<file path="config.mk">
export PLATFORM = sky130hd
export DESIGN_NAME = mem_sram_ctrl
export DESIGN_NICKNAME = d
export VERILOG_FILES = /design/src/rtl/arm_pkg.sv /design/src/rtl/wait_counter.sv /design/src/rtl/mem_sram_ctrl.sv
export SDC_FILE = /design/constraint.sdc
export NUM_CORES = 1
export LEC_CHECK = 0
export CORE_AREA = 3 3 111 113
export DETAILED_ROUTE_END_ITERATION = 8
export DIE_AREA = 0 0 114 116
export PLACE_DENSITY = 0.8
export SKIP_CTS_REPAIR_TIMING = 1
export SLEW_MARGIN = 20
export SYNTH_ARGS = -nofsm -noshare
export SYNTH_HDL_FRONTEND = slang
export SYNTH_SLANG_ARGS = --single-unit
</file>
<file path="constraint.sdc">
create_clock -name clk -period 2.1 [get_ports clk]
set_clock_uncertainty 0.1 [all_clocks]
set_input_delay 0.315 -clock clk [delete_from_list [all_inputs] [get_ports clk]]
set_output_delay 0.315 -clock clk [all_outputs]
set_load 0.02 [all_outputs]
</file>
<file path="src/rtl/arm_pkg.sv">
// Shared types and helpers for the memory-stage SRAM controller.
package arm_pkg;

  typedef enum logic [1:0] {
    IDLE   = 2'd0,
    ACCESS = 2'd1,
    DONE   = 2'd2
  } sram_state_t;

  typedef enum logic {
    OP_READ  = 1'b0,
    OP_WRITE = 1'b1
  } sram_op_t;

  localparam int DEFAULT_BASE_ADDR = 1024;

  // Number of SRAM beats that make up one CPU word.
  function automatic int beats(input int cpu_dw, input int sram_dw);
    return cpu_dw / sram_dw;
  endfunction

  // Bits needed to hold 0..max_val, never less than one.
  function automatic int cnt_width(input int max_val);
    return (max_val < 1) ? 1 : $clog2(max_val + 1);
  endfunction

endpackage

</file>
<file path="src/rtl/wait_counter.sv">
// Per-beat wait-state counter: counts 0..WAIT_STATES and flags the last cycle of a beat.
module wait_counter
  import arm_pkg::*;
#(
  parameter int WAIT_STATES = 5,
  parameter int W           = cnt_width(WAIT_STATES)
) (
  input  logic clk,
  input  logic rst,
  input  logic clr,
  input  logic en,
  output logic last
);

  logic [W-1:0] cnt_q, cnt_d;

  assign last = (cnt_q == W'(WAIT_STATES));

  // NOTE: every variable driven here gets a default first, so no path leaves it unassigned and no latch is inferred.
  always_comb begin
    cnt_d = cnt_q;
    if (clr) begin
      cnt_d = '0;
    end else if (en) begin
      cnt_d = last ? '0 : cnt_q + 1'b1;
    end
  end

  // NOTE: state registers use non-blocking assignments so all flops update together on the edge.
  always_ff @(posedge clk or negedge rst) begin
    if (!rst) begin
      cnt_q <= '0;
    end else begin
      cnt_q <= cnt_d;
    end
  end

endmodule

</file>
<file path="src/rtl/mem_sram_ctrl.sv">
// Memory-stage controller: splits each CPU load/store into BEATS narrow SRAM beats with wait states,
// holding ready low until the access completes.
module mem_sram_ctrl
  import arm_pkg::*;
#(
  parameter int CPU_DW      = 32,
  parameter int SRAM_DW     = 16,
  parameter int ADDR_W      = 18,
  parameter int WAIT_STATES = 5,
  parameter int BASE_ADDR   = DEFAULT_BASE_ADDR
) (
  input  logic               clk,
  input  logic               rst,
  input  logic               read_en,
  input  logic               write_en,
  input  logic [31:0]        address,
  input  logic [CPU_DW-1:0]  write_data,
  output logic [CPU_DW-1:0]  read_data,
  output logic               ready,
  output logic [ADDR_W-1:0]  sram_addr,
  output logic [SRAM_DW-1:0] sram_dq_out,
  output logic               sram_dq_oe,
  input  logic [SRAM_DW-1:0] sram_dq_in,
  output logic               sram_we_n
);

  localparam int BEATS  = beats(CPU_DW, SRAM_DW);
  localparam int BEAT_W = cnt_width(BEATS - 1);
  localparam logic [BEAT_W-1:0] LAST_BEAT = BEAT_W'(BEATS - 1);

  if (SRAM_DW <= 0 || CPU_DW < SRAM_DW || (CPU_DW % SRAM_DW) != 0) begin : g_bad_width
    $error("mem_sram_ctrl: CPU_DW must be a positive integer multiple of SRAM_DW");
  end

  sram_state_t        state_q, state_d;
  sram_op_t           op_q, op_d;
  logic [ADDR_W-1:0]  word_q, word_d;
  logic [CPU_DW-1:0]  wdata_q, wdata_d;
  logic [BEAT_W-1:0]  beat_q, beat_d;
  logic [BEAT_W-1:0]  beat_nxt;
  logic [CPU_DW-1:0]  read_data_q, read_data_d;
  logic [ADDR_W-1:0]  sram_addr_q, sram_addr_d;
  logic [SRAM_DW-1:0] dq_out_q, dq_out_d;
  logic               oe_q, oe_d;
  logic               we_n_q, we_n_d;
  logic               req;
  logic               wait_clr, wait_en, wait_last;

  // SRAM word address of a given beat of a CPU word.
  function automatic logic [ADDR_W-1:0] map_addr(input logic [ADDR_W-1:0] word,
                                                 input logic [BEAT_W-1:0] beat);
    return word * ADDR_W'(BEATS) + ADDR_W'(beat);
  endfunction

  assign req      = read_en | write_en;
  assign beat_nxt = beat_q + 1'b1;

  wait_counter #(
    .WAIT_STATES (WAIT_STATES)
  ) u_wait_counter (
    .clk  (clk),
    .rst  (rst),
    .clr  (wait_clr),
    .en   (wait_en),
    .last (wait_last)
  );

  always_comb begin
    state_d     = state_q;
    op_d        = op_q;
    word_d      = word_q;
    wdata_d     = wdata_q;
    beat_d      = beat_q;
    read_data_d = read_data_q;
    sram_addr_d = sram_addr_q;
    dq_out_d    = dq_out_q;
    oe_d        = oe_q;
    we_n_d      = we_n_q;
    wait_clr    = 1'b1;
    wait_en     = 1'b0;

    case (state_q)
      IDLE: begin
        if (req) begin
          // Pad outputs for beat 0 are loaded on this edge so they are valid from the first ACCESS cycle.
          op_d        = write_en ? OP_WRITE : OP_READ;
          word_d      = ADDR_W'((address - 32'(BASE_ADDR)) >> 2);
          wdata_d     = write_data;
          beat_d      = '0;
          sram_addr_d = map_addr(word_d, '0);
          dq_out_d    = write_data[SRAM_DW-1:0];
          oe_d        = write_en;
          we_n_d      = ~write_en;
          state_d     = ACCESS;
        end
      end

      ACCESS: begin
        wait_clr = 1'b0;
        wait_en  = 1'b1;
        if (wait_last) begin
          if (op_q == OP_READ) begin
            read_data_d[beat_q*SRAM_DW +: SRAM_DW] = sram_dq_in;
          end
          if (beat_q == LAST_BEAT) begin
            oe_d    = 1'b0;
            we_n_d  = 1'b1;
            state_d = DONE;
          end else begin
            beat_d      = beat_nxt;
            sram_addr_d = map_addr(word_q, beat_nxt);
            if (op_q == OP_WRITE) begin
              dq_out_d = wdata_q[beat_nxt*SRAM_DW +: SRAM_DW];
            end
          end
        end
      end

      DONE: begin
        state_d = IDLE;
      end

      default: begin
        state_d = IDLE;
      end
    endcase
  end

  // NOTE: the datapath registers are reset too, because read_data and the pad outputs must come out of reset at defined values.
  always_ff @(posedge clk or negedge rst) begin
    if (!rst) begin
      state_q     <= IDLE;
      op_q        <= OP_READ;
      word_q      <= '0;
      wdata_q     <= '0;
      beat_q      <= '0;
      read_data_q <= '0;
      sram_addr_q <= '0;
      dq_out_q    <= '0;
      oe_q        <= 1'b0;
      we_n_q      <= 1'b1;
    end else begin
      state_q     <= state_d;
      op_q        <= op_d;
      word_q      <= word_d;
      wdata_q     <= wdata_d;
      beat_q      <= beat_d;
      read_data_q <= read_data_d;
      sram_addr_q <= sram_addr_d;
      dq_out_q    <= dq_out_d;
      oe_q        <= oe_d;
      we_n_q      <= we_n_d;
    end
  end

  // ready stays combinational so a new request freezes the pipeline in the very cycle it appears.
  assign ready       = ((state_q == IDLE) && !req) || (state_q == DONE);
  assign read_data   = read_data_q;
  assign sram_addr   = sram_addr_q;
  assign sram_dq_out = dq_out_q;
  assign sram_dq_oe  = oe_q;
  assign sram_we_n   = we_n_q;

endmodule

</file>
Word level (Yosys, flattened, before mapping):

Cells that the tools add are included.

* bits in registers: 124
* word-level logic and storage cells: 74

* add/subtract/negate cells: 5
* eq/ne operators: 9
* shift operators: 3
* mux-type cells: 31
* bitwise gates (word level): 3
* reductions and logical operators: 12

Operator list (number)
* $mux 16: 4
* $mux 18: 3
* $pmux 18 s2: 1
* $neg 5->34: 1
* $shift 16x34->32 const A: 1
* $shiftx 16x34->32: 1
* $bwmux 32: 1
* $pmux 16 s2: 1
* $shiftx 32x6->16: 1
* $sub 19x11->19 const B: 1
* $add 18x1->18: 1
* $mux 1: 11
* $mux 3: 3
* $reduce_and 3->1: 3
* $ne 2x2->1 const B: 4
* $reduce_and 4->1: 2
* $mux 2: 3
* $pmux 1 s2: 3
* $reduce_and 5->1: 1
* $ne 2x1->1 const B: 2
* $pmux 2 s2: 1
* $add 3x1->3 const B: 1
* $eq 3x3->1 const B: 1
* $eq 2x1->1 const B: 1
* other kinds (10): 11

Depth between registers and ports, before layout:

* word-level depth: 6
* gate-level depth with buffers: 6

By module:

From an unflattened synthesis, not the netlist that was laid out.

* cells, all modules: 533
* area, all modules: 5317.6 um^2

Modules (own cells, without submodules)
* mem_sram_ctrl: instances 1, cells each 521, area an instance 5170.0 um^2, seq. area each 3029.2 um^2
* wait_counter: instances 1, cells each 12, area an instance 147.6 um^2, seq. area each 75.1 um^2

Least setup slack after synthesis:

Ideal clock, no wire load.

* path kind: register to register
* from: register u_wait_counter.cnt_q[1]
* to: register read_data_q[21] (netlist: read_data[21])
* arrival time: 1.512 ns
* data required time: 1.873 ns
* slack: 0.360 ns
* stages on the path, launching flop included: 6
* path buffers: 1
* period minus slack after synthesis: 1.740 ns
* cells stage by stage: dfrtp_1 > and3b_2 > nand2_4 > nor3_4 > buf_6 > mux2_1

* cells in the longest elaborated chain, start to end: 2

RTL lines
* start, declared: RTL line wait_counter.sv:15 `logic [W-1:0] cnt_q, cnt_d;`
* start signal, assigned: RTL line wait_counter.sv:34 `cnt_q <= cnt_d;`
* $eq 3x3->1: RTL line wait_counter.sv:17 `assign last = (cnt_q == W'(WAIT_STATES));`
* $reduce_and 3->1 (no source line)
* end signal, assigned: RTL line mem_sram_ctrl.sv:148 `read_data_q <= read_data_d;`
* end, declared: RTL line mem_sram_ctrl.sv:41 `logic [CPU_DW-1:0] read_data_q, read_data_d;`

No other way between the ends.
A chain may end at the register's enable or synchronous reset.

Final worst setup path:

* from: register we_n_q (netlist: sram_we_n)
* to: output sram_we_n

RTL lines
* start, declared: RTL line mem_sram_ctrl.sv:45 `logic we_n_q, we_n_d;`
* start signal, assigned: RTL line mem_sram_ctrl.sv:152 `we_n_q <= we_n_d;`
* end, declared: RTL line mem_sram_ctrl.sv:24 `output logic sram_we_n`

No word-level cell between the ends.

==> metrics.md <==
| Metric | Value |
|---|---|
| Ant diodes | `0` |
| CP bufs+invs | `1` |
| Initial core utilization | `47.4%` |
| Worst-path maximum fanout | `3` |
| Remaining global-route overflow | `0` |
| Avg Inst Size Synth | `between 10 and 15 µm²` |
| Final setup margin | `0.114 ns` |
| RR Startpoint | `state_q[0]` |
| WL per Instance | `15.4 µm` |
| H-tree levels | `4` |
| Leakage | `3.76 nW` |
| Main synth FF type | `dfrtp_1` |
| Critical Path End | `sram_we_n` |
| CTS tree | `built` |
| Worst skew pair latency | `about 0.40 ns` |
| Seq/Total Area, Yosys | `57.4%` |
| WP data required | `1.68 ns` |
| Share of power burned in registers | `between 30 and 40%` |
| Worst Hold Slack | `0.256 ns` |
| CP endpoint kind | `primary output` |
| Post-DP HPWL | `about 9.0 mm` |
| Combinational share of power | `42.1%` |
| Fin crit period | `roughly 2.0 ns` |
| PwrDens | `1570 nW/µm²` |
| Area Overhead vs Synth | `40.9%` |
| TritonRoute pass-1 iters | `4` |
| Post-Route Utilization | `66.7%` |
| Placed instance count | `782` |
| Worst R2R End | `read_data[20]` |
| Clock transition at path regs | `about 0.050 ns` |
| Post-Syn Area | `5410 µm²` |
| DR DRC count | `0` |
| Post-synth EDFFs | `0` |
| RSZ-0062 raised after global routing | `no` |
| Post-layout nets | `around 740` |
| Worst Path Arrival | `1.57 ns` |
| Period utilization | `between 90% and 100%` |
| GP Congestion | `0.822` |
| Post-synth top cells | `nand2_1 (145), dfrtp_1 (123), mux2i_1 (40)` |
| Routed vias/inst | `5.02` |
| Worst slew margin | `74.5%` |
| Area of the multi-input gates | `roughly 2100 µm²` |
| Clk pwr share | `between 20% and 30%` |
| IO Count | `about 150` |
| Slew @ Worst Pin | `between 0.3 and 0.4 ns` |
| PortBufs | `about 140` |
| Family with the most delay on the worst path | `buffers and inverters` |
| Cell taking the most area after synthesis | `dfrtp_1` |
| Critical Path Start Type | `flip-flop` |
| Area occupied by registers | `3110 µm²` |
| TritonCTS Buffers | `17` |
| VDD IR max | `0.850 mV` |
| Synth Warn # | `0` |
| Fmax | `about 500 MHz` |
| Cell Chain, Critical Path | `clkdlybuf4s50_1` |
| Global-route wire length before repair | `20.5 mm` |
| Chip Height | `between 100 and 150 µm` |
| Routed Antenna Nets | `0` |
| Largest net degree at the start of global routing | `52` |
| Slowest-stage cell, CP | `clkdlybuf4s50_1` |
| Vias in the first global route | `4157` |
| Fin. max-slew vios | `0` |
| Sum Neg Setup Slack | `0 ns` |
| Layout cells sized above 1 | `12.1%` |
| WP depth | `1` |
| Min-Delay Path Class | `primary input to asynchronous set/reset pin` |
| Synth top area share | `56.9%` |
| DR vias | `4079` |
| Endpoints failing setup | `0` |
| CP startpoint | `sram_we_n` |
| Reg2Reg Depth | `5` |
| Cell variety after synth | `40` |
| Tot Pwr | `11.9 mW` |
| Crit path largest cell delay | `around 0.63 ns` |
| Status | `finished, final reports clean` |
| MaxCap Viol Count | `0` |
| Fin. Hold Viols | `0` |
| Initial antenna violation count | `0` |
| Syn Inst Count | `507` |
| Most frequent cell after synthesis | `nand2_1` |
| R2r setup slk | `between 0.15 and 0.2 ns` |
| Gr usage total | `19.5%` |
| Die width | `114 µm` |
| # rows | `39` |
| Die area | `13200 µm²` |
| Cell Count, Final, Fillers Out | `812` |
| Core area | `11400 µm²` |
| Root buf cell | `clkbuf_16` |
| WS Path Type | `flip-flop to primary output` |
| Ys async rst share | `100%` |
| Syn_nets | `592` |
| Clock Tree Buf Depth | `2` |
| Filler cell count | `a little under 900` |
| DP Worst Slack | `-0.0617 ns` |
| Net Switching | `4.22 mW` |
| Drt initial violations | `267` |
| Switching Share | `35.4%` |
| Int Power | `7.72 mW` |
| Area contributors post-synth | `dfrtp_1 (57%), nand2_1 (10%), mux2i_1 (7.4%)` |
| Cell Area, Placed | `7030 µm²` |
| Total wire length | `12.5 mm` |
| CTS sink count | `124` |
| Final instance area | `7620 µm²` |
| Seq cells post-synth | `124` |
[power by group through the flow]
stage	sequential, mW	combinational, mW	clock [mW]
4_1_cts	4.11	5.10	2.87
6_report	4.10	5.02	2.81
3_3_place_gp	4.06	4.91	0
5_1_grt	4.24	5.53	2.99
2_1_floorplan	4.71	2.37	0
3_5_place_dp	4.14	5.08	0
[cell usage in the layout (no fill, tap or decap), types with 2 or more instances in the layout]
cell	instances
nor3_4	2
and2_4	2
nor2_1	27
nor3_1	7
buf_12	5
bufinv_16	2
xor2_1	2
xnor2_1	6
dfrtp_1	122
nor2b_1	4
mux2_2	13
buf_4	17
a21o_1	3
clkbuf_16	17
a211oi_1	5
mux2i_1	40
mux2_1	22
clkbuf_8	4
nand3_1	2
clkinvlp_4	2
nand2_1	144
clkdlybuf4s50_1	135
a21oi_1	19
o21ai_0	21
clkinv_2	3
inv_1	20
[area by class of cell]
class                   count  area share [%]
well taps                 143            2.35
clock inverters             7            1.18
flip-flops and latches    124            40.7
clock buffers              22            6.35
repair buffers            159            21.0
inverters                  20           0.985
multi-input cells         337            27.4
[layer usage]
layer | wire length, µm | GRT usage (%) | vias to the layer above
met4 | 119 | 6.97 | 0
met2 | 6150 | 32.5 | 113
met3 | 590 | 4.33 | 12
met5 | 0 | 0 | -
li1 | - | - | 1977
met1 | 5640 | 25.4 | 1977
[flip-flops by register name, indices dropped and copies added, names as in the netlist]
name	count
state_q	2
read_data	32
beat_q	1
sram_dq_oe	1
sram_we_n	1
sram_addr	18
sram_dq_out	16
wdata_q	32
u_wait_counter.cnt_q	3
word_q	17
op_q	1
[how the worst min path moves through the flow]
stage / slack (ns) / cells past startpoint / endpoint
2_1_floorplan: -0.08 / 0 / beat_q
3_3_place_gp: 0.13 / 1 / sram_dq_out[12]
3_5_place_dp: 0.14 / 1 / sram_dq_out[12]
4_1_cts: -0.29 / 1 / sram_dq_out[12]
5_1_grt: 0.28 / 2 / sram_dq_out[0]
6_report: 0.26 / 2 / wdata_q[30]
[cells by family after synthesis]
family	count (synthesis)	synth area share [%]
and+or+nand+nor	196	15.7
DFF	124	57.4
muxes	75	14.7
AOI/OAI and AO/OA	57	6.59
buffers and inverters	46	4.16
xor gates and xnor gates	8	1.30
adders and majority gates	1	0.231
No activity file was read; power rests on OpenSTA's default activity.
==> variant, RTL diff (same flow settings) <==
`WAIT_STATES` is set to 5 in 2 places; all go to 10.
--- a/src/rtl/wait_counter.sv
+++ b/src/rtl/wait_counter.sv
@@ -4,3 +4,3 @@
 #(
-  parameter int WAIT_STATES = 5,
+  parameter int WAIT_STATES = 10,
   parameter int W           = cnt_width(WAIT_STATES)
--- a/src/rtl/mem_sram_ctrl.sv
+++ b/src/rtl/mem_sram_ctrl.sv
@@ -8,3 +8,3 @@
   parameter int ADDR_W      = 18,
-  parameter int WAIT_STATES = 5,
+  parameter int WAIT_STATES = 10,
   parameter int BASE_ADDR   = DEFAULT_BASE_ADDR
Behaviour: not the same (Yosys sat finds a counterexample within 10 cycles, from zero or initial values and one cycle with rst low).
==> variant against the unedited design <==
- sequential cell count up 1
- register-to-register slack worse by 0.07 ns
- worst setup slack better by 0.0070 ns
- total power up 2.2%
- global-route usage up 2.2 points
- first-iteration DRC count down 33%
- routed wire length up 5.2%
- cell area up 2.3%
- area after synthesis up 3.2%
- critical path type is now reg -> reg
==> variant: results (changes against the unedited design) <==
[outcome]
status=finished, final reports clean

[routing]
num_vias=4211  ; +3.2%
wl_um=13150  ; +5.2%
routedWlPerCell_um=15.76  ; +2.4%
dr.pass1.iters=4  ; unchanged
drt_iter0_drc=178  ; -33%

[worst_setup_path]
crit_family=simple AND/OR/NAND/NOR gates
critPathSlowestCell=dfrtp_1
slowest_delay_ns=0.40  ; -0.23 ns
arrival_ns=2.17  ; +0.60 ns
cp_max_fo=16  ; +13

[global_routing]
grt_pass1_vias=4622  ; +11%
grt_max_degree=64  ; +23%
track_usage_pct=21.72  ; +2.2 points
grt_pass1_wl_um=22690  ; +11%
antenna_found_initial=0  ; unchanged

[power]
peakVddDrop_v=0.0009997  ; +18%
power_leakage_nw=3.801  ; +1.1%

[final_layout]
area_delta_synth_final_pct=39.68
nets=766  ; +3.0%
insertedDiodeCount=0  ; unchanged
layout-drive-gt1-share_pct=14.91  ; +2.8 points

[yosys]
synth_cell_type_count=42  ; +5.0%
yosysWarnings=0  ; unchanged
ys_seq_area_share_pct=56.04  ; -1.3 points
ys_top_cells_by_area=dfrtp_1, nand2_1, mux2i_1
syn_nets=613  ; +3.5%
async_flop_share_pct=100.0  ; unchanged
synth_area_per_cell_um2=10.62  ; -0.51%
ys_top_cells_by_count=nand2_1, dfrtp_1, nor2_1

[place]
io_buffers=137  ; unchanged
dp.cells=802  ; +2.6%
gp_congestion=0.7664  ; -6.8%
place_hpwl_um=8924  ; -0.78%

[cts]
cts_max_level=4  ; unchanged
clk_latency_ns=0.42  ; +0.02 ns
cts_made_buffers=17  ; unchanged
root_buffer=clkbuf_16
clockBufferDepth=2  ; unchanged
clkTransAtPathRegs_ns=0.05  ; about the same

[hold_path]
min_path_type=in -> reg

[timing]
hold_viol=0  ; unchanged
slew_headroom_pct=68.02  ; -6.5 points

variant: cell types whose count changed after synthesis, sizes merged, moves of 8 or more:
| cell | before | now |
|---|---|---|
| nand2 | 146 | 156 |
| mux2i | 40 | 32 |
| a31oi | 0 | 8 |
| o21ai | 23 | 13 |
| nor2 | 27 | 43 |
variant: cell type report:
cell class,instances,area [um^2]
clock buffers,23,478.0
well taps,143,178.9
repair buffers,161,1629
clock inverters,8,90.09
flip-flops and latches,125,3131
inverters,20,75.07
fillers,863,3618
multi-input cells,354,2218
variant: tightest hold or removal path: stages:
cell             delay (ns)
clkdlybuf4s50_1        0.39
nand2_1                0.05
nand2_1                0.04
variant: final timing paths:
check / startpoint / to / slack, ns / cells past startpoint
worst min-delay path: write_data[24] / wdata_q[24] / 0.33 / 3
max in group asynchronous: rst / wdata_q[14] / 0.88 / 3
min in group asynchronous: rst / sram_addr[11] / 0.35 / 2
worst min register to register: wdata_q[16] / wdata_q[16] / 0.37 / 2
worst max-delay path: u_wait_counter.cnt_q[0] / read_data[17] / 0.12 / 7
worst max register to register: u_wait_counter.cnt_q[0] / read_data[17] / 0.12 / 7
variant: layer usage:
metal,vias to the layer above,GRT usage [%],share of wire [%]
met2,134,36.81,50
met5,-,0,0
li1,2036,-,-
met3,8,5.849,5.1
met1,2033,27.17,44
met4,0,7.126,0.69
variant: per-stage QoR:
stage / setup slack (ns) / area, um^2 / util, % / hold WS [ns] / total power, W
floorplan: 0.1955 / 5584 / - / -0.08059 / 0.007266
global placement: 0.03447 / 7218 / 63.21 / 0.2028 / 0.009182
detailed placement: -0.01710 / 7218 / 63.21 / 0.2125 / 0.009418
CTS: -0.1783 / 7786 / 68.19 / -0.2304 / 0.01234
global route: 0.01168 / 7800 / 68.31 / 0.3391 / 0.01307
finish: 0.1212 / 7800 / 68.31 / 0.3324 / 0.01219
variant: kinds of logic (layout without fill, tap and decap cells):
| family | Yosys count | count (layout) | synth area share, % |
|---|---|---|---|
| AND/OR/NAND/NOR | 219 | 219 | 16.87 |
| flip-flops | 125 | 125 | 56.04 |
| adder cells (fa/ha/maj) | 3 | 3 | 0.6723 |
| buffers and inverters | 47 | 212 | 4.481 |
| multiplexers | 65 | 65 | 13.74 |
| AO/OA/AOI/OAI | 58 | 58 | 6.789 |
| XOR/XNOR | 9 | 9 | 1.412 |
variant: report_power, final:
group / switching, W / internal [W]
Clock: 0.000993 / 0.00182
Sequential: 0.000667 / 0.00355
Combinational: 0.00264 / 0.00252
Total: 0.00430 / 0.00789
